File: config.mk
export PLATFORM = sky130hd
export DESIGN_NAME = apb_timer_flat
export DESIGN_NICKNAME = d
export VERILOG_FILES = /design/src/rtl/apb_timer_pkg.sv /design/src/rtl/apb_timer_if.sv /design/src/rtl/apb_timer_prescaler.sv /design/src/rtl/apb_timer.sv /design/src/flat_wrapper.sv
export SDC_FILE = /design/constraint.sdc
export NUM_CORES = 1
export LEC_CHECK = 0
export ABC_CLOCK_PERIOD_IN_PS = 2760
export BUFFER_PORTS_ARGS = -buffer_cell sky130_fd_sc_hd__buf_4
export CORE_UTILIZATION = 40
export CTS_CLUSTER_DIAMETER = 60
export DETAILED_ROUTE_END_ITERATION = 12
export PLACE_DENSITY = 0.68
export SLEW_MARGIN = 20
export SYNTH_ARGS = -nofsm -noshare
export SYNTH_HDL_FRONTEND = slang
export SYNTH_SLANG_ARGS = --single-unit
File: constraint.sdc
create_clock -name clk -period 2.76 [get_ports clk]
set_input_delay 0.138 -clock clk [delete_from_list [all_inputs] [get_ports clk]]
set_output_delay 0.138 -clock clk [all_outputs]
set_load 0.01 [all_outputs]
File: src/rtl/apb_timer_pkg.sv
// apb_timer_pkg: register offsets, CTRL layout and decode helper for apb_timer.
// Optional feature macro: APB_TIMER_PWM_EN (enables the DUTY register / PWM output).
package apb_timer_pkg;

  // Word offsets as seen on PADDR[4:2]
  localparam logic [2:0] CTRL_OFF   = 3'd0;  // 0x00
  localparam logic [2:0] PRESC_OFF  = 3'd1;  // 0x04
  localparam logic [2:0] CMP_OFF    = 3'd2;  // 0x08
  localparam logic [2:0] COUNT_OFF  = 3'd3;  // 0x0C
  localparam logic [2:0] STATUS_OFF = 3'd4;  // 0x10
  localparam logic [2:0] DUTY_OFF   = 3'd5;  // 0x14

  // CTRL bit positions
  localparam int CTRL_EN_BIT    = 0;
  localparam int CTRL_AR_BIT    = 1;
  localparam int CTRL_IRQEN_BIT = 2;

  typedef struct packed {
    logic irqen;
    logic autoreload;
    logic en;
  } ctrl_t;

  // True when the word offset hits an implemented register
  function automatic logic off_mapped(input logic [2:0] off);
`ifdef APB_TIMER_PWM_EN
    return (off <= DUTY_OFF);
`else
    return (off <= STATUS_OFF);
`endif
  endfunction

endpackage

File: src/rtl/apb_timer_if.sv
// apb_timer_if: APB3 slave bus bundle for apb_timer (master/slave modports).
interface apb_timer_if #(parameter int APB_ADDR_WIDTH = 12);
  logic [APB_ADDR_WIDTH-1:0] PADDR;
  logic [31:0]               PWDATA;
  logic                      PWRITE;
  logic                      PSEL;
  logic                      PENABLE;
  logic [31:0]               PRDATA;
  logic                      PREADY;
  logic                      PSLVERR;

  modport master (output PADDR, PWDATA, PWRITE, PSEL, PENABLE,
                  input  PRDATA, PREADY, PSLVERR);
  modport slave  (input  PADDR, PWDATA, PWRITE, PSEL, PENABLE,
                  output PRDATA, PREADY, PSLVERR);
endinterface

File: src/rtl/apb_timer_prescaler.sv
// apb_timer_prescaler: 16-bit prescaler producing one tick every presc+1 enabled cycles.
module apb_timer_prescaler (
  input  logic        clk,
  input  logic        rst_n,
  input  logic        en,
  input  logic        presc_wr,
  input  logic [15:0] presc,
  output logic        tick
);

  logic [15:0] pcnt_q, pcnt_d;

  assign tick = en & (pcnt_q == presc);

  // Next pcnt: restart on tick, when disabled, or when the divider is reprogrammed
  always_comb begin
    pcnt_d = pcnt_q + 16'd1;
    if (!en || presc_wr || tick) pcnt_d = '0;
  end

  // pcnt register
  always_ff @(posedge clk or negedge rst_n) begin
    if (!rst_n) pcnt_q <= '0;
    else        pcnt_q <= pcnt_d;
  end

endmodule

File: src/rtl/apb_timer.sv
// apb_timer: zero-wait APB timer with prescaler, compare match, auto-reload,
// level interrupt and optional PWM output (macro APB_TIMER_PWM_EN).
module apb_timer
  import apb_timer_pkg::*;
#(
  parameter int APB_ADDR_WIDTH = 12
) (
  input  logic        clk,
  input  logic        rst_n,
  apb_timer_if.slave  apb,
  output logic        irq_o,
  output logic        pwm_o
);

  // Bus decode
  logic [2:0] off;
  logic       setup, access, wr;
  logic       wr_ctrl, wr_presc, wr_cmp, wr_count, wr_status;
  logic       unused_paddr;

  assign off       = apb.PADDR[4:2];
  assign setup     = apb.PSEL & ~apb.PENABLE;
  assign access    = apb.PSEL &  apb.PENABLE;
  assign wr        = access & apb.PWRITE & off_mapped(off);
  assign wr_ctrl   = wr & (off == CTRL_OFF);
  assign wr_presc  = wr & (off == PRESC_OFF);
  assign wr_cmp    = wr & (off == CMP_OFF);
  assign wr_count  = wr & (off == COUNT_OFF);
  assign wr_status = wr & (off == STATUS_OFF);
  assign unused_paddr = ^{apb.PADDR[APB_ADDR_WIDTH-1:5], apb.PADDR[1:0]};

  assign apb.PREADY = 1'b1;

  // Register state
  ctrl_t       ctrl_q, ctrl_d;
  logic [15:0] presc_q, presc_d;
  logic [31:0] cmp_q, cmp_d;
  logic [31:0] count_q, count_d;
  logic        match_q, match_d;
  logic [31:0] prdata_q, prdata_d;
  logic        pslverr_q, pslverr_d;
  logic        irq_q, irq_d;
  logic [31:0] rdata;
  logic        tick;

  apb_timer_prescaler u_presc (
    .clk      (clk),
    .rst_n    (rst_n),
    .en       (ctrl_q.en),
    .presc_wr (wr_presc),
    .presc    (presc_q),
    .tick     (tick)
  );

`ifdef APB_TIMER_PWM_EN
  logic [31:0] duty_q, duty_d;
  logic        pwm_q, pwm_d;
`endif

  // Read mux over current register state
  always_comb begin
    rdata = '0;
    case (off)
      CTRL_OFF:   rdata = {29'd0, ctrl_q};
      PRESC_OFF:  rdata = {16'd0, presc_q};
      CMP_OFF:    rdata = cmp_q;
      COUNT_OFF:  rdata = count_q;
      STATUS_OFF: rdata = {31'd0, match_q};
`ifdef APB_TIMER_PWM_EN
      DUTY_OFF:   rdata = duty_q;
`endif
      default:    rdata = '0;
    endcase
  end

  // Next-state: W1C first so a same-cycle match wins, timer update next,
  // then software writes so they override hardware COUNT/EN updates.
  always_comb begin
    ctrl_d    = ctrl_q;
    presc_d   = presc_q;
    cmp_d     = cmp_q;
    count_d   = count_q;
    match_d   = match_q;
    prdata_d  = prdata_q;
    pslverr_d = pslverr_q;
    irq_d     = match_q & ctrl_q.irqen;

    if (wr_status && apb.PWDATA[0]) match_d = 1'b0;

    if (tick) begin
      if (count_q == cmp_q) begin
        match_d = 1'b1;
        if (ctrl_q.autoreload) count_d   = '0;
        else                   ctrl_d.en = 1'b0;  // one-shot stop
      end else begin
        count_d = count_q + 32'd1;
      end
    end

    if (wr_ctrl) begin
      ctrl_d.en         = apb.PWDATA[CTRL_EN_BIT];
      ctrl_d.autoreload = apb.PWDATA[CTRL_AR_BIT];
      ctrl_d.irqen      = apb.PWDATA[CTRL_IRQEN_BIT];
    end
    if (wr_presc) presc_d = apb.PWDATA[15:0];
    if (wr_cmp)   cmp_d   = apb.PWDATA;
    if (wr_count) count_d = apb.PWDATA;

    if (setup) begin
      prdata_d  = rdata;
      pslverr_d = ~off_mapped(off);
    end
  end

  // Register file, counter and bus response flops
  always_ff @(posedge clk or negedge rst_n) begin
    if (!rst_n) begin
      ctrl_q    <= '0;
      presc_q   <= '0;
      cmp_q     <= '0;
      count_q   <= '0;
      match_q   <= 1'b0;
      prdata_q  <= '0;
      pslverr_q <= 1'b0;
      irq_q     <= 1'b0;
    end else begin
      ctrl_q    <= ctrl_d;
      presc_q   <= presc_d;
      cmp_q     <= cmp_d;
      count_q   <= count_d;
      match_q   <= match_d;
      prdata_q  <= prdata_d;
      pslverr_q <= pslverr_d;
      irq_q     <= irq_d;
    end
  end

  assign apb.PRDATA  = prdata_q;
  assign apb.PSLVERR = pslverr_q;
  assign irq_o       = irq_q;

`ifdef APB_TIMER_PWM_EN
  // DUTY write and PWM compare against the live count
  always_comb begin
    duty_d = duty_q;
    if (wr && (off == DUTY_OFF)) duty_d = apb.PWDATA;
    pwm_d = ctrl_q.en & (count_q < duty_q);
  end

  // DUTY and PWM output flops
  always_ff @(posedge clk or negedge rst_n) begin
    if (!rst_n) begin
      duty_q <= '0;
      pwm_q  <= 1'b0;
    end else begin
      duty_q <= duty_d;
      pwm_q  <= pwm_d;
    end
  end

  assign pwm_o = pwm_q;
`else
  assign pwm_o = 1'b0;
`endif

endmodule

File: src/flat_wrapper.sv
// flat-port wrapper written by rule: the top's interface ports become plain ports
module apb_timer_flat import apb_timer_pkg::*;
#(
  parameter int APB_ADDR_WIDTH = 12
)
  (clk, rst_n, irq_o, pwm_o, apb_PADDR, apb_PWDATA, apb_PWRITE, apb_PSEL, apb_PENABLE, apb_PRDATA, apb_PREADY, apb_PSLVERR);
  apb_timer_if #(.APB_ADDR_WIDTH(APB_ADDR_WIDTH)) apb_i ();
  input  logic clk;
  input  logic rst_n;
  output logic irq_o;
  output logic pwm_o;
  input wire logic [$bits(apb_i.PADDR)-1:0] apb_PADDR;
  input wire logic [$bits(apb_i.PWDATA)-1:0] apb_PWDATA;
  input wire logic [$bits(apb_i.PWRITE)-1:0] apb_PWRITE;
  input wire logic [$bits(apb_i.PSEL)-1:0] apb_PSEL;
  input wire logic [$bits(apb_i.PENABLE)-1:0] apb_PENABLE;
  output wire logic [$bits(apb_i.PRDATA)-1:0] apb_PRDATA;
  output wire logic [$bits(apb_i.PREADY)-1:0] apb_PREADY;
  output wire logic [$bits(apb_i.PSLVERR)-1:0] apb_PSLVERR;
  assign apb_i.PADDR = apb_PADDR;
  assign apb_i.PWDATA = apb_PWDATA;
  assign apb_i.PWRITE = apb_PWRITE;
  assign apb_i.PSEL = apb_PSEL;
  assign apb_i.PENABLE = apb_PENABLE;
  assign apb_PRDATA = apb_i.PRDATA;
  assign apb_PREADY = apb_i.PREADY;
  assign apb_PSLVERR = apb_i.PSLVERR;
  apb_timer #(.APB_ADDR_WIDTH(APB_ADDR_WIDTH)) u_core (.clk(clk), .rst_n(rst_n), .apb(apb_i), .irq_o(irq_o), .pwm_o(pwm_o));
endmodule
==> impl_metrics.json, run 1 <==
{
  "period_share": 0.9593,
  "status": "completed",
  "tns_ns": 0,
  "clock_path_buffers": 2,
  "final_nets": 873,
  "syn_to_final_growth_pct": 26.44,
  "core_sq_um": 17300,
  "report.final.slew_viol_count": 0,
  "io_pins": 85,
  "critPathArrivalTime_ns": 2.96,
  "root_buffer": "clkbuf_16",
  "first_pass_iters": 5,
  "drtAntennaViolNets": 0,
  "fin_crit_ns": 2.648,
  "yosysSeqAreaShare": 0.4739,
  "tritoncts": "yes",
  "timing.final.ws_setup_ns": 0.1123,
  "crit_chain": "nand4_1 -> or3_1 -> or3_1 -> nor2_1 -> mux2_2 -> a221o_1",
  "gp_congestion": 0.8713,
  "worst-setup-path-type": "flip-flop to flip-flop",
  "r2r_cells": 6,
  "endpoint_kind": "flip-flop",
  "yosysWarnings": 0,
  "grt_pass1_wl_um": 30890,
  "worstMarginPinSlew_ns": 0.7085,
  "synthFlopType": "dfrtp_1",
  "dp_hpwl_um": 13650,
  "wl_met3_um": 1116,
  "slew_headroom": 0.5259,
  "setup_viol": 0,
  "wl_met2_um": 8604,
  "grt.total_usage": 0.2229,
  "preCtsSetupSlack_ns": 0.1869,
  "num_vias": 5911,
  "fin_skew_ns": 0.01120,
  "worstPathRequired_ns": 3.07,
  "ys_async_sr_fraction": 1.000,
  "cts_sinks": 134,
  "grt_pass1_vias": 5668,
  "clk_latency_ns": 0.42,
  "synth_area_leader_cell": "dfrtp_1",
  "dieArea_sq_um": 18230,
  "cap_violations": 0,
  "clkTransAtPathRegs_ns": 0.06,
  "grt_max_degree": 73,
  "cts-buffers-inserted": 17,
  "synth.avg_cell_area_sq_um": 10.05,
  "synth-edff-count": 0,
  "io_buffers": 73,
  "ir_worst_vdd_mv": 0.5169,
  "antenna_found_initial": 0,
  "die_w_um": 135,
  "nFillCells": 1607,
  "postSynthNetCount": 755,
  "wirelength_met1_um": 8997,
  "start_kind": "flip-flop",
  "cts_setup_buffers": 0,
  "yosys-top-cells-count": "134 x dfrtp_1, 91 x nand2_1, 64 x mux2_2",
  "synth.most_common_cell": "dfrtp_1",
  "ys_seq_elements": 134,
  "path_buf_inv": 0,
  "synth_top_cells_by_area": "dfrtp_1 47%, mux2_2 10%, xor2_1 5.0%",
  "syn_area_sq_um": 7076,
  "totalWireLength_um": 19120,
  "fmax_ghz": 0.3777,
  "synthCells": 704,
  "grt_overflow": 0,
  "rows": 48,
  "r2r_end": "u_core.count_q[31]",
  "p_per_area_nw_per_um2": 701.7,
  "wire_per_inst_um": 18.05,
  "synth_top_area_share": 0.4739,
  "drc": 0,
  "synth_cell_types": 50,
  "worst_hold_path.endpoint": "u_core.match_q",
  "rsz0062_at_grt": "false",
  "drt-initial-drc-count": 582,
  "hold_path_depth": 5,
  "path_max_fanout": 9,
  "drive_above_1_share": 0.2602,
  "htree_levels": 4,
  "hp-class": "primary input to flip-flop",
  "die_y_um": 135,
  "path_delay_family": "simple AND/OR/NAND/NOR gates",
  "hold_viol_final": 0,
  "leakage_uw": 0.003795,
  "min-delay-start": "apb_PSEL",
  "slowest_delay_ns": 0.60,
  "ff2ff_setup_slack_ns": 0.11,
  "cp_slowest_cell": "dfrtp_1",
  "cpMostUsedCell": "or3_1",
  "regToRegStartpoint": "u_core.count_q[14]",
  "routed.top_layer": "met4",
  "start_util": 0.4091,
  "antenna_cells": 0,
  "viasPerCell": 5.582
}
## metrics by stage
step / hold slack (ns) / total power, uW / cell area (sq um) / util / std cells
final: 0.2020 / 6277 / 8946 / 0.5172 / 1059
after global routing: 0.2434 / 6598 / 8946 / 0.5172 / 1059
after CTS: 0.1941 / 6305 / 8940 / 0.5169 / 1059
after detailed placement: 0.2105 / 4034 / 8024 / 0.4639 / 994
after global placement: 0.2106 / 4005 / 8024 / 0.4639 / 994
after floorplan: -0.1576 / 3465 / 7076 / - / 704
## worst max-delay path by stage
stage | from | to | slack, ns | cells past startpoint
2_1_floorplan | u_core.count_q[2] | u_core.count_q[31] | 0.16 | 8
3_3_place_gp | u_core.u_presc.pcnt_q[2] | u_core.count_q[6] | 0.20 | 7
3_5_place_dp | u_core.u_presc.pcnt_q[2] | u_core.count_q[19] | 0.19 | 7
4_1_cts | u_core.u_presc.pcnt_q[2] | u_core.count_q[28] | 0.16 | 7
5_1_grt | u_core.presc_q[10] | u_core.count_q[23] | 0.004 | 7
6_report | u_core.count_q[14] | u_core.count_q[31] | 0.11 | 6
## placed cells by master (no fill, tap or decap), types with 14 or more instances in the layout
cell type,instances
mux2i_1,17
nor4_1,14
nor2_1,47
a22oi_1,15
o211ai_1,18
xor2_1,40
nand2_1,91
buf_4,109
mux2_2,64
xnor2_1,20
dlygate4sd3_1,34
nand4_1,18
nand3_1,44
clkbuf_16,17
o21ai_0,42
dfrtp_1,133
## per-layer routing
metal | up-vias | GRT usage
met5 | - | 0
met4 | 0 | 0.08052
met3 | 24 | 0.04392
met2 | 206 | 0.3362
met1 | 2910 | 0.3169
li1 | 2771 | -
## power breakdown
group          total, uW  internal (uW)  switching [uW]
clock network       2220           1390             832
registers           2690           2290             403
logic               1360            695             669
## flip-flops by register name (all words and copies together) (netlist names)
name	cells
u_core.apb.PRDATA	32
u_core.cmp_q	32
u_core.count_q	32
u_core.presc_q	16
u_core.u_presc.pcnt_q	16
u_core.ctrl_q	3
u_core.apb.PSLVERR	1
u_core.irq_o	1
u_core.match_q	1
## kinds of logic after synthesis
family / count (synthesis) / share of synthesized area
xor+xnor: 62 / 0.07887
mux: 84 / 0.1355
simple gates: 267 / 0.1825
buf+inv: 49 / 0.02741
flops: 134 / 0.4739
other cells: 2 / 0.001061
fa+ha+maj: 2 / 0.003536
compound gates: 104 / 0.09726
## tightest hold or removal path, cell delays in order
cell and delay (ns):
buf_4 0.11, nand3_1 0.08, nand2b_1 0.13, o21ai_0 0.08, nand2_1 0.05
## repair_timing
action / 4_1_cts / 5_1_grt
endpoints found under the hold margin: 147 / 0
hold buffers: 34 / 0
endpoints found under the setup margin: 0 / 4
gates resized for setup: 0 / 4
## cell type report
class,count,area (sq um),share of cell area
multi-input cells,521,3533,0.3950
flip-flops and latches,134,3354,0.3750
repair buffers,145,1190,0.1330
clock buffers,22,474.2,0.05301
well taps,225,281.5,0.03147
clock inverters,9,101.3,0.01133
inverters,3,11.26,0.001259
Power figures use the tool's default switching activity.
==> run 2: changes to the inputs <==
- CORE_ASPECT_RATIO: default -> 0.5
==> run 2 against run 1 <==
  * Maximum frequency up 0.37%
  * Clock power grew 14%
  * Combinational power barely moved
  * Sequential power hardly changed
  * Non-clock buffer count down 8
  * Via count up 1.7%
  * Routed wire length up 6.2%
  * Critical endpoint is now u_core.count_q[27]
==> impl_metrics.json, run 2 (same netlist as run 1, synthesis figures left out) <==
{
  "crit_chain": "xor2_1 -> nor4_1 -> nand4_1 -> or2_2 -> o21bai_2 -> a22oi_1 -> o21ai_0",
  "setup_viol": 0,
  "path_max_fanout": 9,
  "path_buf_inv": 0,
  "ff2ff_setup_slack_ns": 0.12,
  "viasPerCell": 5.703,
  "drc": 0,
  "wire_per_inst_um": 19.26,
  "total_power_uw": 6615,
  "report.final.slew_viol_count": 0,
  "io_pins": 85,
  "worstMarginPinSlew_ns": 0.6902,
  "p_per_area_nw_per_um2": 736.4,
  "final_nets": 865,
  "hold_viol_final": 0,
  "antenna_found_initial": 0,
  "clkTransAtPathRegs_ns": 0.06,
  "place_inst": 991,
  "leakage_uw": 0.003798,
  "totalWireLength_um": 20300,
  "cap_violations": 0,
  "final_cell_mix": "134 x dfrtp_1, 105 x buf_4, 91 x nand2_1",
  "layout_commonest_cell": "dfrtp_1",
  "grt_overflow": 0,
  "status": "completed",
  "start_kind": "flip-flop",
  "worst-setup-path-type": "flip-flop to flip-flop",
  "drive_above_1_share": 0.2624,
  "endpoint_kind": "flip-flop",
  "die_w_um": 190.1,
  "start_util": 0.4200,
  "hold_slack_ns": 0.01593,
  "htree_levels": 4,
  "grt_pass1_vias": 5824,
  "clock_path_buffers": 2,
  "fin_crit_ns": 2.638,
  "path_delay_family": "simple AND/OR/NAND/NOR gates",
  "die_y_um": 96.05,
  "worstPathRequired_ns": 3.10,
  "grt_max_degree": 58,
  "clk_latency_ns": 0.42,
  "dp_hpwl_um": 14150,
  "cts-buffers-inserted": 17,
  "antenna_cells": 0,
  "slew_headroom": 0.5382,
  "grt.total_usage": 0.2342,
  "hp-class": "primary input to flip-flop",
  "num_vias": 6011,
  "slowest_delay_ns": 0.50,
  "io_buffers": 73,
  "cts_sinks": 134,
  "ir_worst_vdd_mv": 0.4657,
  "finish.utilization": 0.5332,
  "syn_to_final_growth_pct": 26.95,
  "gp_congestion": 0.9680,
  "tritoncts": "yes",
  "critPathArrivalTime_ns": 2.98,
  "fin_skew_ns": 0.01068,
  "grt_pass1_wl_um": 32320,
  "first_pass_iters": 5,
  "drtAntennaViolNets": 0,
  "drt-initial-drc-count": 559,
  "finalNonFillerCells": 1054,
  "rows": 33,
  "cp_slowest_cell": "dfrtp_1",
  "period_share": 0.9558,
  "tns_ns": 0,
  "dieArea_sq_um": 18260,
  "rsz0062_at_grt": "false",
  "fmax_ghz": 0.3791,
  "core_sq_um": 16850,
  "root_buffer": "clkbuf_16"
}
## run 2: report_power, final
part | leakage [uW] | switching, uW | internal (uW)
clock | 0.000321 | 883 | 1640
sequential | 0.00170 | 434 | 2290
combinational | 0.00178 | 678 | 688
## run 2: per-layer routing
layer	GRT usage	part of all wire	vias up
met5	0	0	-
met1	0.3368	0.47	3029
met2	0.3558	0.45	192
li1	-	-	2764
met3	0.04083	0.061	26
met4	0.08132	0.016	0
## run 2: what timing repair did
item	in CTS	in global routing
setup endpoints to repair	1	12
gates resized for setup	2	5
buffers inserted	0	1
hold buffers	30	0
pin swaps	0	1
endpoints found under the hold margin	118	0
## run 2: layout make-up
type                            count  area, sq um
Sequential cell                   134         3353
Fill cell                        1491         7864
Timing Repair Buffer              137         1120
Tap cell                          227        284.0
Clock inverter                      9        162.7
Clock buffer                       23        498.0
Multi-Input combinational cell    521         3553
Inverter                            3        11.26
## run 2: stage by stage
step                      area (sq um)  setup slack (ns)
after floorplan                   7076            0.1637
after global placement            7989            0.1661
after detailed placement          7989           0.09823
after global routing              8982           0.03777
final                             8982            0.1221
after CTS                         8957           0.01294
## run 2: path summary, 6_finish.rpt
kind,startpoint,end,cells past startpoint
worst max-delay path,u_core.count_q[2],u_core.count_q[27],7
worst min-delay path,apb_PWDATA[10],u_core.cmp_q[10],2
worst max register to register,u_core.count_q[2],u_core.count_q[27],7
worst min register to register,u_core.apb.PRDATA[28],u_core.apb.PRDATA[28],2
max in group asynchronous,rst_n,u_core.count_q[8],3
min in group asynchronous,rst_n,u_core.u_presc.pcnt_q[14],2
